## src/rtl/sev_seg_pkg.sv

```systemverilog
// Shared constants, frame type and small helpers for the seven-segment scanner.
package sev_seg_pkg;

  localparam int SEG_W      = 7;
  localparam int NUM_DIGITS = 4;

  localparam logic [SEG_W-1:0]      SEG_BLANK_N = 7'h7F;
  localparam logic [NUM_DIGITS-1:0] AN_OFF_N    = 4'b1111;

  // One complete display frame: active-high patterns, decimal points, enables.
  typedef struct packed {
    logic [NUM_DIGITS-1:0][SEG_W-1:0] seg;
    logic [NUM_DIGITS-1:0]            dp;
    logic [NUM_DIGITS-1:0]            en;
  } frame_t;

  localparam frame_t FRAME_CLEAR = '0;

  // Active-low one-hot anode select for digit idx.
  function automatic logic [NUM_DIGITS-1:0] anode_sel_n(input logic [1:0] idx);
    logic [NUM_DIGITS-1:0] sel;
    sel      = AN_OFF_N;
    sel[idx] = 1'b0;
    return sel;
  endfunction

endpackage

```

## src/rtl/sev_seg_frame_buf.sv

```systemverilog
// Double-buffered frame store: a pending frame collects loads, and the
// active frame only changes on a frame boundary so a frame is never mixed.
module sev_seg_frame_buf
  import sev_seg_pkg::*;
(
  input  logic   clk,
  input  logic   rst_n,
  input  logic   load,
  input  logic   boundary,
  input  frame_t frame_in,
  output frame_t active
);

  frame_t pending;
  logic   pending_valid;

  // Pending/active update; a load on the boundary itself bypasses pending.
  always_ff @(posedge clk or negedge rst_n) begin
    if (!rst_n) begin
      pending       <= FRAME_CLEAR;
      active        <= FRAME_CLEAR;
      pending_valid <= 1'b0;
    end else if (boundary) begin
      pending_valid <= 1'b0;
      if (load) begin
        active <= frame_in;
      end else if (pending_valid) begin
        active <= pending;
      end else begin
        active <= active;
      end
    end else if (load) begin
      pending       <= frame_in;
      pending_valid <= 1'b1;
    end else begin
      pending_valid <= pending_valid;
    end
  end

endmodule

```

## src/rtl/sev_seg_scan.sv

```systemverilog
// Four-digit common-anode scanner: slot counter, digit index, inter-digit
// blanking and registered active-low cathode/anode outputs.
module sev_seg_scan
  import sev_seg_pkg::*;
#(
  parameter int REFRESH_DIV  = 100000,
  parameter int BLANK_CYCLES = 1000
) (
  input  logic                        clk,
  input  logic                        rst_n,
  input  logic [NUM_DIGITS*SEG_W-1:0] seg_in,
  input  logic [NUM_DIGITS-1:0]       dp_in,
  input  logic [NUM_DIGITS-1:0]       digit_en,
  input  logic                        load,
  output logic [SEG_W-1:0]            seg_n,
  output logic                        dp_n,
  output logic [NUM_DIGITS-1:0]       an_n,
  output logic                        frame_done
);

  localparam int CNT_W = (REFRESH_DIV > 1) ? $clog2(REFRESH_DIV) : 1;
  localparam logic [CNT_W-1:0] LAST_CNT  = CNT_W'(REFRESH_DIV - 1);
  localparam logic [CNT_W-1:0] BLANK_CNT = CNT_W'(BLANK_CYCLES);

  logic [CNT_W-1:0]      div_cnt;
  logic [1:0]            idx;
  logic                  boundary;
  logic                  lit;
  frame_t                frame_in;
  frame_t                active;
  logic [SEG_W-1:0]      seg_nxt;
  logic                  dp_nxt;
  logic [NUM_DIGITS-1:0] an_nxt;

  // Repack the flat decoder bus into a frame.
  always_comb begin
    frame_in    = FRAME_CLEAR;
    for (int d = 0; d < NUM_DIGITS; d++) begin
      frame_in.seg[d] = seg_in[SEG_W*d +: SEG_W];
    end
    frame_in.dp = dp_in;
    frame_in.en = digit_en;
  end

  // Last cycle of the last slot marks the frame boundary.
  always_comb begin
    boundary = (div_cnt == LAST_CNT) && (idx == 2'd3);
  end

  sev_seg_frame_buf u_frame_buf (
    .clk      (clk),
    .rst_n    (rst_n),
    .load     (load),
    .boundary (boundary),
    .frame_in (frame_in),
    .active   (active)
  );

  // Slot divider and digit index; idx wraps 3->0 with the divider.
  always_ff @(posedge clk or negedge rst_n) begin
    if (!rst_n) begin
      div_cnt <= '0;
      idx     <= 2'd0;
    end else if (div_cnt == LAST_CNT) begin
      div_cnt <= '0;
      idx     <= idx + 2'd1;
    end else begin
      div_cnt <= div_cnt + CNT_W'(1);
    end
  end

  // Next output values from the current slot position and active frame.
  always_comb begin
    lit     = (div_cnt >= BLANK_CNT) && active.en[idx];
    an_nxt  = AN_OFF_N;
    seg_nxt = SEG_BLANK_N;
    dp_nxt  = 1'b1;
    if (lit) begin
      an_nxt  = anode_sel_n(idx);
      seg_nxt = ~active.seg[idx];
      dp_nxt  = ~active.dp[idx];
    end else begin
      an_nxt  = AN_OFF_N;
      seg_nxt = SEG_BLANK_N;
      dp_nxt  = 1'b1;
    end
  end

  // Registered outputs; reset forces the display dark immediately.
  always_ff @(posedge clk or negedge rst_n) begin
    if (!rst_n) begin
      an_n       <= AN_OFF_N;
      seg_n      <= SEG_BLANK_N;
      dp_n       <= 1'b1;
      frame_done <= 1'b0;
    end else begin
      an_n       <= an_nxt;
      seg_n      <= seg_nxt;
      dp_n       <= dp_nxt;
      frame_done <= boundary;
    end
  end

endmodule

```

## config.mk

```make
export PLATFORM = sky130hd
export DESIGN_NAME = sev_seg_scan
export DESIGN_NICKNAME = d
export VERILOG_FILES = /design/src/rtl/sev_seg_pkg.sv /design/src/rtl/sev_seg_frame_buf.sv /design/src/rtl/sev_seg_scan.sv
export SDC_FILE = /design/constraint.sdc
export NUM_CORES = 1
export LEC_CHECK = 0
export BUFFER_PORTS_ARGS = -buffer_cell sky130_fd_sc_hd__buf_2
export CAP_MARGIN = 5
export CORE_ASPECT_RATIO = 0.9
export CORE_UTILIZATION = 53
export DETAILED_ROUTE_END_ITERATION = 8
export PLACE_DENSITY = 0.73
export SLEW_MARGIN = 40
export SYNTH_ARGS = -nofsm -noshare
export SYNTH_HDL_FRONTEND = slang
export SYNTH_SLANG_ARGS = --single-unit
```

## constraint.sdc

```tcl
create_clock -name clk -period 2.3 [get_ports clk]
set_clock_uncertainty 0.05 [all_clocks]
set_input_delay 0.23 -clock clk [delete_from_list [all_inputs] [get_ports clk]]
set_output_delay 0.23 -clock clk [all_outputs]
set_load 0.02 [all_outputs]
```

# Word level (Yosys, flattened, before mapping)
# Index checks and enable logic that the tools add are counted.
[word_totals]
rom_bits = 0
ff_bits = 105
mem_bits_rw = 0
elab_cells = 53
latch_bits = 0
out_inout_bits = 13
inputBits = 39
n_memories = 0
[classes]
eq_ne = 2
div_mod_pow = 0
n_mul = 0
n_mux = 16
shifts = 0
reduce_logical = 7
magnitude_cmp = 3
add_sub_neg = 2
bitwise_logic = 4
[op_table]
columns = ["cell", "count"]
rows = [
  ["$mux 36", 2],
  ["$add 17x1->17 const B", 1],
  ["$eq 17x17->1 const B", 1],
  ["$ge 17x10->1 const B", 1],
  ["$mux 17", 1],
  ["$bmux 7 s2", 1],
  ["$mux 7", 2],
  ["$not 7->7", 1],
  ["$mux 1", 6],
  ["$bmux 1 s2", 2],
  ["$mux 4", 1],
  ["$not 4->4", 1],
  ["$reduce_and 2->1", 2],
  ["$reduce_bool 2->1", 2],
  ["$logic_and 1x1->1", 3],
  ["$lt 2x3->1 const B", 1],
  ["$add 2x1->2 const B", 1],
  ["$demux 1 s2", 1],
  ["$eq 2x2->1 const B", 1],
  ["$ge 2x1->1 const B", 1],
  ["$not 1->1", 2],
]

# Depth between registers and ports, before layout
# Gate-level depths: netlist of run 1.
[depth]
word_depth = 6
mapped_depth = 7

# Modules after synthesis
# Synthesis of run 1 repeated with hierarchy kept, for this count alone.
[unflattened]
hier_cells = 375
hier_area_um2 = 4785.8
[by_module_without_submodules]
columns = ["mod", "cells_per_inst", "area_each_um2", "instances"]
rows = [
  ["sev_seg_frame_buf", 244, 3181.8, 1],
  ["sev_seg_scan", 131, 1604.0, 1],
]

# Worst setup path after synthesis of run 1
# Ideal clock, no wire load.
[synth_path]
path_type = "reg2reg"
start = "register div_cnt[0]"
end = "register u_frame_buf.pending[10] (netlist name)"
setup_slack_ns = 0.395
setup_time_ns = 0.125
synth_period_minus_slack_ns = 1.905
path_stages_with_launch = 7
t_arrival_ns = 1.730
path_cell_list = "dfrtp_1 ha_1 and4bb_2 nand3_2 o21ai_4 buf_12 mux2_4"
[synth_via]
elab_chain_cells = 4
[synth_lines]
columns = ["item", "line_no", "source"]
rows = [
  ["start: declaration", "sev_seg_scan.sv:25", "logic [CNT_W-1:0] div_cnt;"],
  ["start signal: assignment", "sev_seg_scan.sv:68", "div_cnt <= div_cnt + CNT_W'(1);"],
  ["$eq 17x17->1", "sev_seg_scan.sv:47", "boundary = (div_cnt == LAST_CNT) && (idx == 2'd3);"],
  ["$logic_and 1x1->1", "sev_seg_scan.sv:47", ""],
  ["$not 1->1 (no line)", "n/a", ""],
  ["$reduce_and 2->1 (no line)", "n/a", ""],
  ["end signal: assignment", "sev_seg_frame_buf.sv:33", "pending <= frame_in;"],
  ["end: declaration", "sev_seg_frame_buf.sv:14", "frame_t pending;"],
]
# No other way between the ends.
# A chain may end at the register's enable or synchronous reset.

# Final worst setup path of run 1
[layout_path]
start = "register div_cnt[0]"
end = "register u_frame_buf.pending[6] (netlist name)"
# The elaborated chain is that of the path after synthesis.

==> impl_metrics.env, run 1 <==
export IMPL_multiInputGateArea_sq_mm=0.00205
export IMPL_yosysMostFrequentCell="dfrtp_1"
export IMPL_finish_utilization_pct=63.0
export IMPL_vias_per_cell=5.60
export IMPL_outcome="finished, final reports clean"
export IMPL_switchingPower_w=0.000805
export IMPL_maxSlewViolCount=0
export IMPL_coreArea_sq_mm=0.00873
export IMPL_r2r_end="u_frame_buf.pending[6]"
export IMPL_synth_seq_cells=105
export IMPL_die_width_um=103
export IMPL_final_nets=471
export IMPL_fillers=728
export IMPL_io_pins=52
export IMPL_netlist_area_sq_mm=0.00488
export IMPL_avgRoutedWirePerCell_um=17.5
export IMPL_synth_avg_cell_area_sq_um=13.1
export IMPL_setup_tns_ns=0
export IMPL_fp_row_count=32
export IMPL_grt_pass1_vias=3159
export IMPL_routed_wl_mm=9.62
export IMPL_vdd_drop_max_mv=0.507
export IMPL_cts_buffer_depth=2
export IMPL_cts_sinks=105
export IMPL_vias=3085
export IMPL_portBuffers=51
export IMPL_yosys_most_used_dff="dfrtp_1"
export IMPL_synth_top_cell_by_area="dfrtp_1"
export IMPL_tritoncts="yes"
export IMPL_crit_fanout=30
export IMPL_syn_inst=373
export IMPL_ys_seq_area_share_pct=54.2
export IMPL_grt_overflow_total=0
export IMPL_synth_area_leaders="dfrtp_1 (48%), mux2_4 (9.2%), mux2i_1 (7.8%)"
export IMPL_hold_path_class="in2reg"
export IMPL_topRoutingLayerUsed="met4"
export IMPL_grt_pass1_wl_mm=16.2
export IMPL_cap_violations=0
export IMPL_power_density_mw_per_mm2=642
export IMPL_setup_viol=0
export IMPL_synth_fp_nets=418
export IMPL_met2_length_mm=4.40
export IMPL_critPathKind="reg2reg"
export IMPL_synth_edf_count=0
export IMPL_gp_congestion=0.825
export IMPL_met1_length_mm=4.55
export IMPL_clockRootBuffer="clkbuf_8"
export IMPL_period_needed_ns=1.98
export IMPL_seq_area_sq_mm=0.00264
export IMPL_rsz0062_at_grt="no"
export IMPL_r2r_slack_ns=0.32
export IMPL_comb_power_share_pct=8.2
export IMPL_dp_hpwl_mm=6.32
export IMPL_max_freq_mhz=505
export IMPL_clk_latency_ns=0.36
export IMPL_grt_max_degree=48
export IMPL_wl_met3_um=611
export IMPL_first_iter_violations=187
export IMPL_crit_required_ns=2.50
export IMPL_end_kind="register"
export IMPL_die_area_sq_mm=0.00959
export IMPL_leakagePower_nw=2.54
export IMPL_synth_top_cell_area_share_pct=47.7
export IMPL_worst_pin_slew_ns=0.686
export IMPL_path_clk_slew_ns=0.10
export IMPL_worst_hold_path_endpoint="u_frame_buf.pending[20]"
export IMPL_post_route_period_util_pct=86.2
export IMPL_cts_htree_levels=3
export IMPL_netlist_top_cells_count="dfrtp_1 (93), o21ai_0 (44), mux2i_1 (38)"
export IMPL_worst_path_max_delay_cell="dfrtp_1"
export IMPL_antenna_found_initial=1
export IMPL_worstHoldPathCells=2
export IMPL_ant_nets=0
export IMPL_drc=0
export IMPL_cp_start_kind="register"
export IMPL_layout_drive_gt1_share_pct=34.1
export IMPL_crit_chain="ha_1 > and4bb_2 > nand3_2 > o21ai_4 > buf_12 > mux2_2"
export IMPL_slew_headroom_pct=53.9
export IMPL_finalHoldViolations=0
export IMPL_power_frac_seq_pct=55.0
export IMPL_start_util_pct=55.9
export IMPL_synthArstFlopShare_pct=100
export IMPL_synth_distinct_cells=42
export IMPL_dr_pass1_iters=6
export IMPL_p_sw_share_pct=22.8
export IMPL_max_stage_delay_ns=0.38
export IMPL_arrival_ns=2.19
export IMPL_r2r_start="div_cnt[0]"
export IMPL_area_delta_synth_final_pct=12.7
export IMPL_hold_start="seg_in[12]"
export IMPL_numCtsBuffers=9
export IMPL_p_clk_share_pct=36.7
export IMPL_fp_dieH_um=93.0
export IMPL_rr_worst_depth=6
export IMPL_p_int_w=0.00273
export IMPL_grt_usage_pct=22.5
export IMPL_ys_warn_count=0
[state kept, by name, summed over array words and instances, names as in the netlist]
register / cells
div_cnt: 17
u_frame_buf.pending: 36
u_frame_buf.active: 36
seg_n: 7
frame_done: 1
dp_n: 1
an_n: 4
u_frame_buf.pending_valid: 1
idx: 2
[worst max-delay path: cells and delay by family, from the launching register on]
family	cells	cell delay, ns
buf+inv	1	0.26
flops	1	0.38
mux	1	0.37
fa+ha+maj	1	0.23
compound gates	1	0.19
simple gates	2	0.38
[timing repair]
item                                   4_1_cts  5_1_grt
setup buffers                                0        0
hold buffers                                 1        0
resized for setup                            0        0
endpoints found under the hold margin       32        0
[layer usage]
layer | vias to the layer above | GRT usage, %
li1 | 1441 | -
met2 | 85 | 33.8
met5 | - | 0
met4 | 0 | 4.11
met1 | 1553 | 33.8
met3 | 6 | 5.38
[power by group through the flow]
stage / combinational (W) / sequential (W) / clock, W
2_1_floorplan: 0.000186 / 0.00197 / 0
3_3_place_gp: 0.000288 / 0.00197 / 0
3_5_place_dp: 0.000293 / 0.00198 / 0
4_1_cts: 0.000295 / 0.00194 / 0.00132
5_1_grt: 0.000317 / 0.00195 / 0.00140
6_report: 0.000290 / 0.00194 / 0.00130
[per-stage QoR]
| step | hold slack [ns] | setup slack, ns | std cells | area [sq um] | power, W |
|---|---|---|---|---|---|
| floorplan | -0.116 | 0.395 | 373 | 4880 | 0.00215 |
| global placement | 0.186 | 0.385 | 533 | 5250 | 0.00226 |
| detailed placement | 0.191 | 0.327 | 533 | 5250 | 0.00227 |
| CTS | 0.0416 | 0.311 | 550 | 5490 | 0.00356 |
| global route | 0.0381 | 0.227 | 550 | 5490 | 0.00367 |
| finish | 0.0529 | 0.318 | 551 | 5500 | 0.00353 |
[how the worst max path moves through the flow]
stage | startpoint | end | slack [ns] | depth (start not counted)
finish | div_cnt[0] | u_frame_buf.pending[6] | 0.32 | 6
CTS | div_cnt[0] | u_frame_buf.pending[6] | 0.31 | 6
global route | div_cnt[11] | u_frame_buf.active[22] | 0.23 | 5
floorplan | div_cnt[0] | u_frame_buf.pending[10] | 0.39 | 6
detailed placement | div_cnt[0] | u_frame_buf.pending[6] | 0.33 | 6
global placement | div_cnt[0] | u_frame_buf.pending[21] | 0.38 | 6
[layout make-up]
type                       instances  share of cell area, %
inverter                           6                  0.410
clock inverter                     6                   1.75
sequential                       105                   48.1
antenna                            1                 0.0455
clock buffer                      10                   2.50
multi-input combinational        240                   37.3
tap                              119                   2.71
timing repair buffer              64                   7.19
[logic make-up after synthesis]
family | synth area share (%)
flops | 54.2
mux | 22.8
compound gates | 8.88
simple gates | 6.60
buf+inv | 3.82
xor+xnor | 2.16
fa+ha+maj | 1.54
[cell usage in the layout, fill, tap and decap left out, types with 6 or more instances in the layout]
master and n:
buf_2 50, buf_4 10, clkbuf_8 10, dfrtp_1 93
dfstp_2 12, ha_1 6, inv_1 6, mux2_2 7
mux2_4 30, mux2i_1 38, mux4_2 9, nand2_1 18
nand3_1 9, o21ai_0 44, o21ai_1 30, xnor2_1 7
(Power assumes the default switching activity.)
==> run 2: changes to the inputs <==
==> constraint.sdc (replaced) <==
create_clock -name clk -period 2.3 [get_ports clk]
set_clock_uncertainty 0.05 [all_clocks]
set_input_delay 0.69 -clock clk [delete_from_list [all_inputs] [get_ports clk]]
set_output_delay 0.69 -clock clk [all_outputs]
set_load 0.02 [all_outputs]
==> run 2 against run 1 <==
  * Combinational power is 2% higher
  * Non-clock buffer count up 3
  * Die area is the same
  * Final cell count grew 0.36%
  * Final area about the same
  * Via count rose by 2.8%
  * Global-route usage is 0.17 points higher
  * Routed wire length rose by 1.5%
==> impl_metrics.env, run 2 (same netlist as run 1, synthesis figures left out) <==
export IMPL_dr_pass1_iters=4
export IMPL_p_clk_share_pct=35.1
export IMPL_r2r_end="u_frame_buf.pending[6]"
export IMPL_post_route_period_util_pct=90.8
export IMPL_fp_dieH_um=93.0
export IMPL_hold_path_class="in2async"
export IMPL_post_cts_buffers=0
export IMPL_switchingPower_w=0.000815
export IMPL_grt_overflow_total=0
export IMPL_area_delta_synth_final_pct=12.7
export IMPL_cp_start_kind="register"
export IMPL_end_kind="register"
export IMPL_p_sw_share_pct=23.6
export IMPL_die_width_um=103
export IMPL_leakagePower_nw=2.54
export IMPL_cts_sinks=105
export IMPL_cts_resized_gates=0
export IMPL_max_stage_delay_ns=0.39
export IMPL_diodes=0
export IMPL_comb_power_share_pct=8.6
export IMPL_clk_latency_ns=0.37
export IMPL_p_int_w=0.00264
export IMPL_max_freq_mhz=479
export IMPL_crit_buf_inv=1
export IMPL_worst_pin_slew_ns=0.730
export IMPL_finalHoldViolations=0
export IMPL_portBuffers=51
export IMPL_grt_usage_pct=22.7
export IMPL_coreArea_sq_mm=0.00873
export IMPL_avgRoutedWirePerCell_um=17.7
export IMPL_mostFrequentLayoutCell="dfrtp_1"
export IMPL_rr_worst_depth=6
export IMPL_layout_common_cells="dfrtp_1 (93), buf_2 (50), o21ai_0 (44)"
export IMPL_period_needed_ns=2.09
export IMPL_setup_tns_ns=0
export IMPL_critPathTopFamily="flip-flops"
export IMPL_path_clk_slew_ns=0.10
export IMPL_r2r_slack_ns=0.21
export IMPL_ant_nets=0
export IMPL_cts_htree_levels=3
export IMPL_critPathKind="reg2reg"
export IMPL_power_density_mw_per_mm2=629
export IMPL_slew_headroom_pct=50.9
export IMPL_antenna_found_initial=0
export IMPL_dp_hpwl_mm=6.52
export IMPL_io_pins=52
export IMPL_start_util_pct=55.9
export IMPL_drc=0
export IMPL_grt_pass1_wl_mm=16.1
export IMPL_worst_path_max_delay_cell="dfrtp_1"
export IMPL_clockRootBuffer="clkbuf_8"
export IMPL_die_area_sq_mm=0.00959
export IMPL_layout_drive_gt1_share_pct=34.8
export IMPL_vias=3172
export IMPL_maxSlewViolCount=0
export IMPL_routed_wl_mm=9.76
export IMPL_tritoncts="yes"
export IMPL_grt_pass1_vias=3135
export IMPL_crit_chain="ha_1 > and4bb_2 > nand3_2 > o21ai_4 > buf_12 > mux2_2"
export IMPL_final_nets=474
export IMPL_r2r_start="div_cnt[0]"
export IMPL_gp_congestion=0.895
export IMPL_grt_max_degree=37
export IMPL_vias_per_cell=5.74
export IMPL_arrival_ns=2.31
export IMPL_vdd_drop_max_mv=0.420
export IMPL_setup_viol=0
export IMPL_rsz0062_at_grt="no"
export IMPL_first_iter_violations=145
export IMPL_total_power_w=0.00345
export IMPL_power_frac_seq_pct=56.3
export IMPL_cap_violations=0
export IMPL_largestRegisters="u_frame_buf.active x36, u_frame_buf.pending x36, div_cnt x17"
export IMPL_numCtsBuffers=9
export IMPL_fp_row_count=32
export IMPL_cts_buffer_depth=2
export IMPL_crit_required_ns=2.52
export IMPL_crit_fanout=25
export IMPL_outcome="finished, final reports clean"
export IMPL_cts_hold_buf=0
-- run 2: cell count changes in the layout (fill, tap and decap cells not counted), sizes merged --
cell	delta
buf	+4
bufinv	-1
clkbuf	+1
clkinv	+1
clkinvlp	+1
diode	-1
dlygate4sd3	-1
inv	-2
-- run 2: worst max path at each step --
stage / from / to / slack [ns] / depth (start not counted)
after global routing: div_cnt[1] / u_frame_buf.pending[5] / 0.12 / 6
final: div_cnt[0] / u_frame_buf.pending[6] / 0.21 / 6
after detailed placement: div_cnt[0] / u_frame_buf.pending[5] / 0.23 / 6
after floorplan: div_cnt[0] / u_frame_buf.pending[10] / 0.39 / 6
after CTS: div_cnt[0] / u_frame_buf.pending[21] / 0.22 / 6
after global placement: div_cnt[0] / u_frame_buf.pending[6] / 0.28 / 6
-- run 2: cell type report --
type                    count  area, sq um
inverters                   6         22.5
flip-flops and latches    105         2640
fillers                   739         3230
repair buffers             67          415
clock buffers              11          151
clock inverters             5         62.6
multi-input cells         240         2050
well taps                 119          149
-- run 2: metrics by stage --
step	setup WS [ns]	hold WS, ns	util [%]	cells	instance area (sq um)
finish	0.212	0.218	62.9	553	5490
global route	0.122	0.233	62.9	553	5490
CTS	0.223	0.229	62.9	553	5490
detailed placement	0.232	0.444	60.5	537	5280
global placement	0.284	0.435	60.5	537	5280
floorplan	0.395	0.344	-	373	4880
-- run 2: power groups by stage --
stage                     Sequential [W]  Clock, W  Combinational, W
after floorplan                  0.00197         0          0.000186
after global placement           0.00198         0          0.000293
after detailed placement         0.00198         0          0.000301
after CTS                        0.00194   0.00123          0.000301
after global routing             0.00195   0.00130          0.000323
final                            0.00195   0.00121          0.000296
-- run 2: routing by layer --
| metal | up-vias | global-route usage (%) | routed length [um] |
|---|---|---|---|
| met1 | 1646 | 33.1 | 4730 |
| met3 | 7 | 6.95 | 468 |
| li1 | 1442 | - | - |
| met2 | 77 | 33.8 | 4510 |
| met4 | 0 | 4.11 | 61 |
| met5 | - | 0 | 0 |
